==> config.mk <==
export PLATFORM = sky130hd
export DESIGN_NAME = mux_sel_arbiter
export DESIGN_NICKNAME = d
export VERILOG_FILES = /design/src/rtl/mux_sel_arbiter_pkg.sv /design/src/rtl/mux_sel_arbiter_rr_pick4.sv /design/src/rtl/mux_sel_arbiter.sv
export SDC_FILE = /design/constraint.sdc
export NUM_CORES = 1
export LEC_CHECK = 0
export BUFFER_PORTS_ARGS = -buffer_cell sky130_fd_sc_hd__buf_2
export CORE_MARGIN = 8
export CORE_UTILIZATION = 35
export CTS_BUF_LIST = sky130_fd_sc_hd__clkbuf_16
export DETAILED_ROUTE_END_ITERATION = 10
export HOLD_SLACK_MARGIN = 0.08
export PLACE_DENSITY_LB_ADDON = 0.15
export SYNTH_ARGS = -nofsm -noshare
export SYNTH_HDL_FRONTEND = slang
export SYNTH_SLANG_ARGS = --single-unit
==> constraint.sdc <==
create_clock -name clk -period 3.2 [get_ports clk]
set_input_delay 0.16 -clock clk [delete_from_list [all_inputs] [get_ports clk]]
set_output_delay 0.16 -clock clk [all_outputs]
set_load 0.005 [all_outputs]
==> src/rtl/mux_sel_arbiter_pkg.sv <==
// Shared definitions for the mux select arbiter and neighbouring channel stages:
// channel count, select width, FSM encoding and one-hot/index conversion.
package mux_sel_arbiter_pkg;

   localparam int N_CH  = 4;
   localparam int SEL_W = 2;

   typedef enum logic {
      ST_IDLE  = 1'b0,
      ST_GRANT = 1'b1
   } state_t;

   function automatic logic [N_CH-1:0] idx_to_onehot(input logic [SEL_W-1:0] idx);
      logic [N_CH-1:0] oh;
      oh      = '0;
      oh[idx] = 1'b1;
      return oh;
   endfunction

   function automatic logic [SEL_W-1:0] onehot_to_idx(input logic [N_CH-1:0] oh);
      logic [SEL_W-1:0] idx;
      idx = '0;
      for (int i = 0; i < N_CH; i++) begin
         if (oh[i]) idx = SEL_W'(i);
      end
      return idx;
   endfunction

endpackage

==> src/rtl/mux_sel_arbiter_rr_pick4.sv <==
// Combinational round-robin picker: first requesting channel at or above ptr,
// wrapping modulo the channel count.
module rr_pick4
   import mux_sel_arbiter_pkg::*;
(
   input  logic [N_CH-1:0]  req,
   input  logic [SEL_W-1:0] ptr,
   output logic             found,
   output logic [SEL_W-1:0] idx
);

   logic [SEL_W-1:0] cand;

   // Scan from the farthest candidate back to ptr so the nearest one wins.
   always_comb begin
      found = 1'b0;
      idx   = ptr;
      cand  = ptr;
      for (int k = N_CH - 1; k >= 0; k--) begin
         cand = ptr + SEL_W'(k);
         if (req[cand]) begin
            found = 1'b1;
            idx   = cand;
         end
      end
   end

endmodule

==> src/rtl/mux_sel_arbiter.sv <==
// Four-channel round-robin arbiter driving the select lines of a 4:1 data mux,
// with grant release, request-drop and hold-timeout handover.
module mux_sel_arbiter
   import mux_sel_arbiter_pkg::*;
#(
   parameter int HOLD_MAX = 16
) (
   input  logic             clk,
   input  logic             rst_n,
   input  logic [N_CH-1:0]  req,
   input  logic             rel,
   output logic [N_CH-1:0]  grant,
   output logic [SEL_W-1:0] sel,
   output logic             busy,
   output state_t           state_dbg
);

   // Handshake: a channel holds req[i] high for as long as it wants the mux;
   // grant[i] is its ready, and the mux path belongs to it while both are high.
   // rel ends the current holder's grant early and is ignored while idle.

   localparam int TW = (HOLD_MAX > 0) ? $clog2(HOLD_MAX + 1) : 1;
   localparam logic [TW-1:0] T_LAST = TW'((HOLD_MAX > 0) ? HOLD_MAX - 1 : 0);

   state_t           state, state_n;
   logic [N_CH-1:0]  grant_n;
   logic [SEL_W-1:0] sel_n;
   logic             busy_n;
   logic [SEL_W-1:0] ptr, ptr_n;
   logic [TW-1:0]    timer, timer_n;

   logic [SEL_W-1:0] pick_ptr;
   logic             win_found;
   logic [SEL_W-1:0] win_idx;
   logic             timeout;
   logic             end_ev;

   // While granted, the holder is sel, so the next search starts one past it.
   assign pick_ptr = (state == ST_GRANT) ? sel + SEL_W'(1) : ptr;

   rr_pick4 u_pick (
      .req   (req),
      .ptr   (pick_ptr),
      .found (win_found),
      .idx   (win_idx)
   );

   assign timeout   = (HOLD_MAX != 0) && (timer == T_LAST);
   assign end_ev    = rel | ~req[sel] | timeout;
   assign state_dbg = state;

   always_comb begin
      state_n = state;
      grant_n = grant;
      sel_n   = sel;
      busy_n  = busy;
      ptr_n   = ptr;
      timer_n = timer;
      case (state)
         ST_IDLE: begin
            grant_n = '0;
            busy_n  = 1'b0;
            if (win_found) begin
               state_n = ST_GRANT;
               grant_n = idx_to_onehot(win_idx);
               sel_n   = win_idx;
               busy_n  = 1'b1;
               timer_n = '0;
            end
         end
         ST_GRANT: begin
            if (end_ev) begin
               ptr_n   = sel + SEL_W'(1);
               timer_n = '0;
               if (win_found) begin
                  grant_n = idx_to_onehot(win_idx);
                  sel_n   = win_idx;
               end else begin
                  state_n = ST_IDLE;
                  grant_n = '0;
                  busy_n  = 1'b0;
               end
            end else if (HOLD_MAX != 0) begin
               timer_n = timer + TW'(1);
            end
         end
         default: begin
            state_n = ST_IDLE;
            grant_n = '0;
            busy_n  = 1'b0;
         end
      endcase
   end

   always_ff @(posedge clk or negedge rst_n) begin
      if (!rst_n) begin
         state <= ST_IDLE;
         grant <= '0;
         sel   <= '0;
         busy  <= 1'b0;
         ptr   <= '0;
         timer <= '0;
      end else begin
         state <= state_n;
         grant <= grant_n;
         sel   <= sel_n;
         busy  <= busy_n;
         ptr   <= ptr_n;
         timer <= timer_n;
      end
   end

endmodule
==> impl_metrics.prom, run 1 <==
# TYPE chip_impl_metric gauge
chip_impl_metric{name="hold_depth",unit=""} 3
chip_impl_info{name="yosysMostFrequentCell",value="sky130_fd_sc_hd__dfrtp_1"} 1
chip_impl_metric{name="setup-tns-final",unit="ns"} 0
chip_impl_info{name="cts_tree",value="built"} 1
chip_impl_metric{name="timing.slew.headroom",unit=""} 0.505
chip_impl_metric{name="critical_path_buf_inv_count",unit=""} 0
chip_impl_metric{name="grt_pass1_wl",unit="mm"} 3.23
chip_impl_metric{name="postCtsSetupRepairBufs",unit=""} 0
chip_impl_metric{name="yosysTopAreaCellShare",unit=""} 0.432
chip_impl_metric{name="share_of_total_power_in_combinational_logic",unit=""} 0.345
chip_impl_metric{name="hold_violations",unit=""} 0
chip_impl_metric{name="drt-pass1-iter-count",unit=""} 4
chip_impl_metric{name="worst_ep_required_time",unit="ns"} 3.33
chip_impl_metric{name="detail_route.wl_per_cell",unit="µm"} 13.9
chip_impl_metric{name="crit_path_setup_slack_layout",unit="ns"} 1.22
chip_impl_metric{name="finalWeightedCongestion",unit=""} 0.859
chip_impl_metric{name="chipHeight",unit="µm"} 65.8
chip_impl_metric{name="floorplan.die_area",unit="µm²"} 4340
chip_impl_info{name="worstSetupEndpointType",value="flip-flop"} 1
chip_impl_metric{name="num_antenna_cells",unit=""} 0
chip_impl_metric{name="synth_enable_flop_cells",unit=""} 0
chip_impl_metric{name="tritoncts_num_sinks",unit=""} 15
chip_impl_metric{name="area_growth_syn_to_layout",unit="%"} 18.7
chip_impl_metric{name="grt_start_max_net_pins",unit=""} 17
chip_impl_metric{name="number_of_cells_on_the_worst_reg_to_reg_path",unit=""} 5
chip_impl_metric{name="cp_max_fo",unit=""} 9
chip_impl_info{name="hold_path.class",value="in -> reg"} 1
chip_impl_metric{name="total_power",unit="mW"} 0.835
chip_impl_metric{name="global_route_total_usage_across_every_layer",unit=""} 0.0949
chip_impl_metric{name="finish.net_count",unit=""} 113
chip_impl_metric{name="synth_warnings",unit=""} 0
chip_impl_metric{name="sequentialPowerShare",unit=""} 0.370
chip_impl_metric{name="internal-power",unit="mW"} 0.553
chip_impl_info{name="timing.hold.worst_endpoint",value="state_dbg$_DFF_PN0_"} 1
chip_impl_metric{name="core.rowCount",unit=""} 18
chip_impl_metric{name="mappedNetlistNets",unit=""} 96
chip_impl_metric{name="maxCapViolCount",unit=""} 0
chip_impl_metric{name="tritoncts.num_buffers",unit=""} 3
chip_impl_metric{name="timing.final.crit_share",unit=""} 0.618
chip_impl_metric{name="port-buffer-count",unit=""} 14
chip_impl_metric{name="crit_path_max_incr_delay",unit="ns"} 0.67
chip_impl_metric{name="power.density",unit="nW/µm²"} 809
chip_impl_metric{name="worst_setup_hold_path_clk_slew",unit="ns"} 0.05
chip_impl_metric{name="worstMarginPinSlew",unit="ns"} 0.736
chip_impl_metric{name="clockPowerShare",unit=""} 0.285
chip_impl_info{name="synth_ff_type",value="sky130_fd_sc_hd__dfrtp_1"} 1
chip_impl_info{name="crit_chain",value="xor2_1, a221oi_1, nor4_1, nor3_1, a22o_1"} 1
chip_impl_info{name="timing.setup.critical_path_class",value="reg -> reg"} 1
chip_impl_metric{name="start_util",unit=""} 0.361
chip_impl_metric{name="setup-violations-final",unit=""} 0
chip_impl_metric{name="htreeDepth",unit=""} 1
chip_impl_info{name="crit_path_top_delay_cell",value="sky130_fd_sc_hd__nor4_1"} 1
chip_impl_metric{name="worst-endpoint-arrival",unit="ns"} 2.10
chip_impl_info{name="critPathTopFamily",value="simple AND/OR/NAND/NOR gates"} 1
chip_impl_metric{name="yosys_register_bits",unit=""} 15
chip_impl_metric{name="route.final.wire_length",unit="mm"} 1.85
chip_impl_metric{name="vias_in_the_first_global_route",unit=""} 695
chip_impl_info{name="grt_setup_unrepaired",value="no"} 1
chip_impl_info{name="synth_top_cells_by_area",value="sky130_fd_sc_hd__dfrtp_1, sky130_fd_sc_hd__buf_6, sky130_fd_sc_hd__a32o_1, sky130_fd_sc_hd__inv_1, sky130_fd_sc_hd__nand2_1"} 1
chip_impl_metric{name="cts_buffer_depth",unit=""} 2
chip_impl_info{name="cts_root_buffer",value="sky130_fd_sc_hd__clkbuf_16"} 1
chip_impl_metric{name="drc",unit=""} 0
chip_impl_metric{name="die-width",unit="µm"} 65.8
chip_impl_metric{name="skew",unit="ns"} 0.00272
chip_impl_info{name="synth.top_cells.by_count",value="sky130_fd_sc_hd__dfrtp_1, sky130_fd_sc_hd__inv_1, sky130_fd_sc_hd__nand2_1"} 1
chip_impl_metric{name="vias_per_cell",unit=""} 5.27
chip_impl_info{name="synth_largest_area_cell",value="sky130_fd_sc_hd__dfrtp_1"} 1
chip_impl_info{name="holdCritStartpoint",value="req[1]"} 1
chip_impl_info{name="regToRegStartpoint",value="sel[0]$_DFFE_PN0P_"} 1
chip_impl_metric{name="proportion_of_synthesized_flip_flops_having_asynchronous_set_or_reset",unit=""} 1.00
chip_impl_metric{name="post_synth_cell_types",unit=""} 35
chip_impl_metric{name="syn-cell-area",unit="µm²"} 870
chip_impl_metric{name="leakagePower",unit="nW"} 0.479
chip_impl_metric{name="p_sw_frac",unit=""} 0.338
chip_impl_metric{name="r2r_slack",unit="ns"} 1.22
chip_impl_metric{name="route.vias.total",unit=""} 701
chip_impl_info{name="timing.critical_path.from_type",value="flip-flop"} 1
chip_impl_metric{name="floorplan.io_pins",unit=""} 15
chip_impl_metric{name="synth_cells",unit=""} 87
chip_impl_metric{name="antenna_violation_net_count_after_detailed_routing",unit=""} 0
chip_impl_metric{name="number_of_filler_instances_in_the_final_layout",unit=""} 239
chip_impl_metric{name="clock_insertion_delay_worst_skew",unit="ns"} 0.24
chip_impl_info{name="crit-reg2reg-capture",value="grant[1]$_DFFE_PN0P_"} 1
chip_impl_metric{name="power_switching",unit="mW"} 0.282
chip_impl_metric{name="drive_gt1_frac",unit=""} 0.214
chip_impl_metric{name="pre_cts_slack",unit="ns"} 1.24
chip_impl_metric{name="maximum_clock_rate",unit="MHz"} 506
chip_impl_metric{name="drt-initial-drc-count",unit=""} 44
chip_impl_metric{name="grt-ovfl-total",unit=""} 0
chip_impl_metric{name="layout_min_cycle_time",unit="ns"} 1.98
chip_impl_metric{name="dp_hpwl",unit="mm"} 1.34
chip_impl_info{name="status",value="complete, no violations"} 1
chip_impl_metric{name="maxSlewViolCount",unit=""} 0
chip_impl_metric{name="core_region_area",unit="µm²"} 2410
chip_impl_metric{name="synthesis.area_per_instance",unit="µm²"} 10.0
chip_impl_metric{name="grt_antenna_before_repair",unit=""} 0
chip_impl_metric{name="vdd_ir_drop_max",unit="mV"} 0.473
chip_impl_metric{name="yosysSeqAreaShare",unit=""} 0.432
==> stage by stage <==
step	cells	hold slack, ns	instance area, µm²	utilization
3_5_place_dp	128	0.0850	943	0.391
6_report	133	0.250	1030	0.428
5_1_grt	133	0.273	1030	0.428
2_1_floorplan	87	-0.136	870	-
3_3_place_gp	128	0.0871	943	0.391
4_1_cts	133	0.250	1030	0.428
==> power by group through the flow <==
stage               sequential (mW)  combinational, mW  clock, mW
finish                        0.309              0.288      0.238
global route                  0.319              0.325      0.250
CTS                           0.309              0.293      0.244
detailed placement            0.312              0.287          0
global placement              0.312              0.290          0
floorplan                     0.291              0.232          0
==> worst max-delay path by stage <==
stage | from | endpoint | slack (ns) | cells past startpoint
final | sel[0]$_DFFE_PN0P_ | grant[1]$_DFFE_PN0P_ | 1.22 | 5
after global routing | state_dbg$_DFF_PN0_ | grant[0]$_DFFE_PN0P_ | 1.04 | 5
after CTS | sel[0]$_DFFE_PN0P_ | grant[1]$_DFFE_PN0P_ | 1.22 | 5
after detailed placement | sel[0]$_DFFE_PN0P_ | grant[1]$_DFFE_PN0P_ | 1.24 | 5
after global placement | sel[0]$_DFFE_PN0P_ | grant[1]$_DFFE_PN0P_ | 1.20 | 5
after floorplan | timer[0]$_DFFE_PN0P_ | sel[0]$_DFFE_PN0P_ | 1.34 | 8
==> worst register-to-register path, stage by stage, from the launching register on <==
cell	delay, ns
sky130_fd_sc_hd__dfrtp_1	0.52
sky130_fd_sc_hd__xor2_1	0.27
sky130_fd_sc_hd__a221oi_1	0.11
sky130_fd_sc_hd__nor4_1	0.67
sky130_fd_sc_hd__nor3_1	0.09
sky130_fd_sc_hd__a22o_1	0.20
==> cells in the final DEF (no fill, tap or decap), types with 3 or more instances in the layout <==
cell type	count
sky130_fd_sc_hd__nand3_1	3
sky130_fd_sc_hd__nand2_1	7
sky130_fd_sc_hd__inv_1	8
sky130_fd_sc_hd__nand2b_1	4
sky130_fd_sc_hd__clkbuf_16	3
sky130_fd_sc_hd__nor2_1	5
sky130_fd_sc_hd__o21ai_1	3
sky130_fd_sc_hd__a32o_1	3
sky130_fd_sc_hd__dfrtp_1	15
sky130_fd_sc_hd__a21oi_1	3
sky130_fd_sc_hd__o21ai_0	5
sky130_fd_sc_hd__buf_2	14
==> area by class of cell <==
type | count | area, µm² | area share
multi-input cells | 62 | 434 | 0.421
flip-flops and latches | 15 | 375 | 0.364
repair buffers | 15 | 80.1 | 0.0776
clock buffers | 3 | 75.1 | 0.0727
well taps | 30 | 37.5 | 0.0364
inverters | 7 | 26.3 | 0.0255
clock inverters | 1 | 3.75 | 0.00364
==> flip-flops by register name (all words and copies together) (netlist names) <==
name / count
timer: 5
grant: 4
ptr: 2
sel: 2
busy: 1
state_dbg: 1
==> cell families (layout without fill, tap and decap cells) <==
kind of cell / count (synthesis) / in the layout / synth area share
AO/OA/AOI/OAI: 24 / 24 / 0.196
XOR/XNOR: 1 / 1 / 0.0101
adder cells (fa/ha/maj): 2 / 2 / 0.0288
buffers and inverters: 10 / 26 / 0.0691
flip-flops: 15 / 15 / 0.432
multiplexers: 4 / 4 / 0.0633
AND/OR/NAND/NOR: 31 / 31 / 0.201
==> what timing repair did <==
item,in CTS,in global routing
hold buffers,1,0
hold endpoints to repair,15,0
gates resized for setup,0,0
==> metal layers <==
layer / up-vias / GRT usage / share of wire
met5: - / 0 / 0
met4: 0 / 0.0490 / 0.017
met3: 4 / 0.0254 / 0.064
met2: 21 / 0.143 / 0.43
met1: 325 / 0.121 / 0.49
li1: 351 / - / -
Note: power is estimated with default switching activity, not from simulation.
==> run 2, diff against run 1 <==
Settings changed: ABC_AREA set to 1.
Clock period 3.2 ns to 2.07 ns, I/O delays scaled along.
==> impl_metrics.prom, run 2 <==
# TYPE chip_impl_metric gauge
chip_impl_info{name="status",value="complete, no violations"} 1
chip_impl_info{name="crit_chain",value="ha_1, nand2_1, nor2_1, ha_1, nor2_1, nand3_1, nor2_1, buf_4, nor2_4, nand3_2, o21ai_0"} 1
chip_impl_metric{name="synthesis.area_per_instance",unit="µm²"} 7.06
chip_impl_metric{name="cts_resized",unit=""} 0
chip_impl_metric{name="grt-ovfl-total",unit=""} 0
chip_impl_metric{name="mappedNetlistNets",unit=""} 165
chip_impl_metric{name="hold_violations",unit=""} 0
chip_impl_metric{name="drive_gt1_frac",unit=""} 0.244
chip_impl_metric{name="tritoncts_num_sinks",unit=""} 15
chip_impl_info{name="timing.critical_path.from_type",value="flip-flop"} 1
chip_impl_info{name="most-common-layout-cells",value="sky130_fd_sc_hd__nand2_1, sky130_fd_sc_hd__nand3_1, sky130_fd_sc_hd__inv_1, sky130_fd_sc_hd__dfrtp_1, sky130_fd_sc_hd__buf_2"} 1
chip_impl_metric{name="critical_path_buf_inv_count",unit=""} 1
chip_impl_metric{name="finalInstanceArea",unit="µm²"} 1320
chip_impl_metric{name="drt-initial-drc-count",unit=""} 57
chip_impl_info{name="yosysMostFrequentCell",value="sky130_fd_sc_hd__nand2_1"} 1
chip_impl_metric{name="tritoncts.num_buffers",unit=""} 3
chip_impl_metric{name="start_util",unit=""} 0.364
chip_impl_metric{name="crit_path_max_incr_delay",unit="ns"} 0.40
chip_impl_metric{name="maxSlewViolCount",unit=""} 0
chip_impl_info{name="largest_registers",value="timer (5), grant (4)"} 1
chip_impl_info{name="synth_top_cells_by_area",value="sky130_fd_sc_hd__dfrtp_1, sky130_fd_sc_hd__nand2_1, sky130_fd_sc_hd__nand3_1, sky130_fd_sc_hd__inv_1, sky130_fd_sc_hd__nand2_4"} 1
chip_impl_metric{name="worst_setup_hold_path_clk_slew",unit="ns"} 0.05
chip_impl_metric{name="area_growth_syn_to_layout",unit="%"} 19.5
chip_impl_metric{name="placed_area",unit="µm²"} 1230
chip_impl_metric{name="cts_hold_buffers",unit=""} 1
chip_impl_metric{name="pre_cts_slack",unit="ns"} 0.245
chip_impl_metric{name="layout_min_cycle_time",unit="ns"} 1.82
chip_impl_info{name="hold_path.class",value="in -> reg"} 1
chip_impl_metric{name="global_route_total_usage_across_every_layer",unit=""} 0.109
chip_impl_metric{name="skew",unit="ns"} 0.00143
chip_impl_metric{name="cts_buffer_depth",unit=""} 2
chip_impl_metric{name="leakagePower",unit="nW"} 0.718
chip_impl_info{name="max_flop_register",value="timer"} 1
chip_impl_metric{name="post_synth_cell_types",unit=""} 21
chip_impl_metric{name="timing.final.crit_share",unit=""} 0.880
chip_impl_metric{name="grt_antenna_before_repair",unit=""} 0
chip_impl_info{name="cts_root_buffer",value="sky130_fd_sc_hd__clkbuf_16"} 1
chip_impl_metric{name="final_cell_count_no_fill",unit=""} 220
chip_impl_metric{name="core.rowCount",unit=""} 20
chip_impl_metric{name="cp_max_fo",unit=""} 6
chip_impl_metric{name="yosysTopAreaCellShare",unit=""} 0.341
chip_impl_metric{name="route.final.wire_length",unit="mm"} 2.51
chip_impl_metric{name="timing.slew.headroom",unit=""} 0.772
chip_impl_metric{name="r2r_slack",unit="ns"} 0.25
chip_impl_info{name="synth_largest_area_cell",value="sky130_fd_sc_hd__dfrtp_1"} 1
chip_impl_metric{name="fin_util",unit=""} 0.435
chip_impl_metric{name="drt-pass1-iter-count",unit=""} 4
chip_impl_metric{name="synth_cells",unit=""} 156
chip_impl_metric{name="synth_enable_flop_cells",unit=""} 0
chip_impl_info{name="worstSetupEndpointType",value="flip-flop"} 1
chip_impl_info{name="crit_top_cell",value="sky130_fd_sc_hd__nor2_1"} 1
chip_impl_metric{name="chipHeight",unit="µm"} 72.1
chip_impl_metric{name="vdd_ir_drop_max",unit="mV"} 0.623
chip_impl_metric{name="power.density",unit="nW/µm²"} 1780
chip_impl_metric{name="grt_pass1_wl",unit="mm"} 4.50
chip_impl_metric{name="yosys_register_bits",unit=""} 15
chip_impl_info{name="timing.setup.critical_path_class",value="reg -> reg"} 1
chip_impl_metric{name="vias_in_the_first_global_route",unit=""} 986
chip_impl_metric{name="num_antenna_cells",unit=""} 0
chip_impl_metric{name="htreeDepth",unit=""} 1
chip_impl_metric{name="port-buffer-count",unit=""} 14
chip_impl_metric{name="synth_warnings",unit=""} 0
chip_impl_metric{name="crit_path_setup_slack_layout",unit="ns"} 0.248
chip_impl_metric{name="finish.net_count",unit=""} 186
chip_impl_metric{name="worst_ep_required_time",unit="ns"} 2.19
chip_impl_metric{name="die-width",unit="µm"} 72.1
chip_impl_metric{name="finalWeightedCongestion",unit=""} 0.857
chip_impl_metric{name="floorplan.io_pins",unit=""} 15
chip_impl_metric{name="grt_start_max_net_pins",unit=""} 16
chip_impl_info{name="crit_path_top_delay_cell",value="sky130_fd_sc_hd__dfrtp_1"} 1
chip_impl_metric{name="worst-endpoint-arrival",unit="ns"} 1.94
chip_impl_metric{name="yosysSeqAreaShare",unit=""} 0.341
chip_impl_info{name="synth_ff_type",value="sky130_fd_sc_hd__dfrtp_1"} 1
chip_impl_metric{name="floorplan.die_area",unit="µm²"} 5200
chip_impl_info{name="grt_setup_unrepaired",value="no"} 1
chip_impl_info{name="layout.cells.most_common",value="sky130_fd_sc_hd__nand2_1"} 1
chip_impl_metric{name="maxCapViolCount",unit=""} 0
chip_impl_metric{name="proportion_of_synthesized_flip_flops_having_asynchronous_set_or_reset",unit=""} 1.00
chip_impl_metric{name="core_region_area",unit="µm²"} 3030
chip_impl_metric{name="syn-cell-area",unit="µm²"} 1100
chip_impl_metric{name="clock_insertion_delay_worst_skew",unit="ns"} 0.24
chip_impl_info{name="synth.top_cells.by_count",value="sky130_fd_sc_hd__nand2_1, sky130_fd_sc_hd__nand3_1, sky130_fd_sc_hd__dfrtp_1, sky130_fd_sc_hd__inv_1, sky130_fd_sc_hd__nor2_1"} 1
chip_impl_metric{name="antenna_violation_net_count_after_detailed_routing",unit=""} 0
chip_impl_metric{name="dp_hpwl",unit="mm"} 2.15
chip_impl_metric{name="postCtsSetupRepairBufs",unit=""} 0
chip_impl_info{name="critPathTopFamily",value="simple AND/OR/NAND/NOR gates"} 1
chip_impl_metric{name="maximum_clock_rate",unit="MHz"} 549
chip_impl_metric{name="setup-violations-final",unit=""} 0
chip_impl_metric{name="vias_per_cell",unit=""} 4.54
chip_impl_metric{name="worstMarginPinSlew",unit="ns"} 0.342
chip_impl_metric{name="route.vias.total",unit=""} 999
chip_impl_metric{name="setup-tns-final",unit="ns"} 0
chip_impl_metric{name="drc",unit=""} 0
chip_impl_metric{name="largest_register_ff_count",unit=""} 5
chip_impl_info{name="cts_tree",value="built"} 1
chip_impl_metric{name="total_instance_count_after_detailed_placement",unit=""} 215
chip_impl_metric{name="detail_route.wl_per_cell",unit="µm"} 11.4
[run 2: logic make-up (layout without fill, tap and decap cells)]
logic type,Yosys count,in the layout,share of synthesized area
adder cells (fa/ha/maj),2,2,0.0227
flip-flops,15,15,0.341
buffers and inverters,21,41,0.0920
AO/OA/AOI/OAI,16,16,0.0829
AND/OR/NAND/NOR,102,102,0.461
[run 2: power breakdown]
group          internal, mW  leakage, nW  switching (mW)  total [mW]
Clock                 0.257       0.0409           0.113       0.370
Sequential            0.407        0.190           0.104       0.511
Combinational         0.519        0.487           0.948        1.47
[run 2: final timing paths]
check	startpoint	endpoint	cells after the start
min	rel	timer[2]$_DFFE_PN0P_	4
min in group asynchronous	rst_n	timer[0]$_DFFE_PN0P_	2
min reg2reg	grant[2]$_DFFE_PN0P_	grant[2]$_DFFE_PN0P_	2
max in group asynchronous	rst_n	state_dbg$_DFF_PN0_	2
max reg2reg	timer[0]$_DFFE_PN0P_	sel[0]$_DFFE_PN0P_	11
max	timer[0]$_DFFE_PN0P_	sel[0]$_DFFE_PN0P_	11
[run 2: per-stage QoR]
step                power (mW)  hold slack [ns]
CTS                       2.38            0.234
detailed placement        2.00           0.0290
global placement          1.98           0.0248
floorplan                 1.66           -0.192
global route              2.62            0.250
finish                    2.35            0.232
[run 2: routing by layer]
layer  wire, µm  share of wire  track usage  up-vias
li1           -              -            -      538
met1       1060           0.42        0.120      446
met4         53          0.021       0.0612        0
met5          0              0            0        -
met3         67          0.027       0.0193        5
met2       1330           0.53        0.192       10
[run 2: final cells by class]
type	instances	area [µm²]
fillers	316	1710
multi-input cells	120	624
flip-flops and latches	15	375
repair buffers	18	103
inverters	19	78.8
clock buffers	3	75.1
well taps	44	55.1
clock inverters	1	5.00
[run 2: tightest hold or removal path, stage by stage]
cell,delay [ns]
sky130_fd_sc_hd__buf_2,0.07
sky130_fd_sc_hd__nor2_1,0.03
sky130_fd_sc_hd__nand3_1,0.12
sky130_fd_sc_hd__o41ai_1,0.10
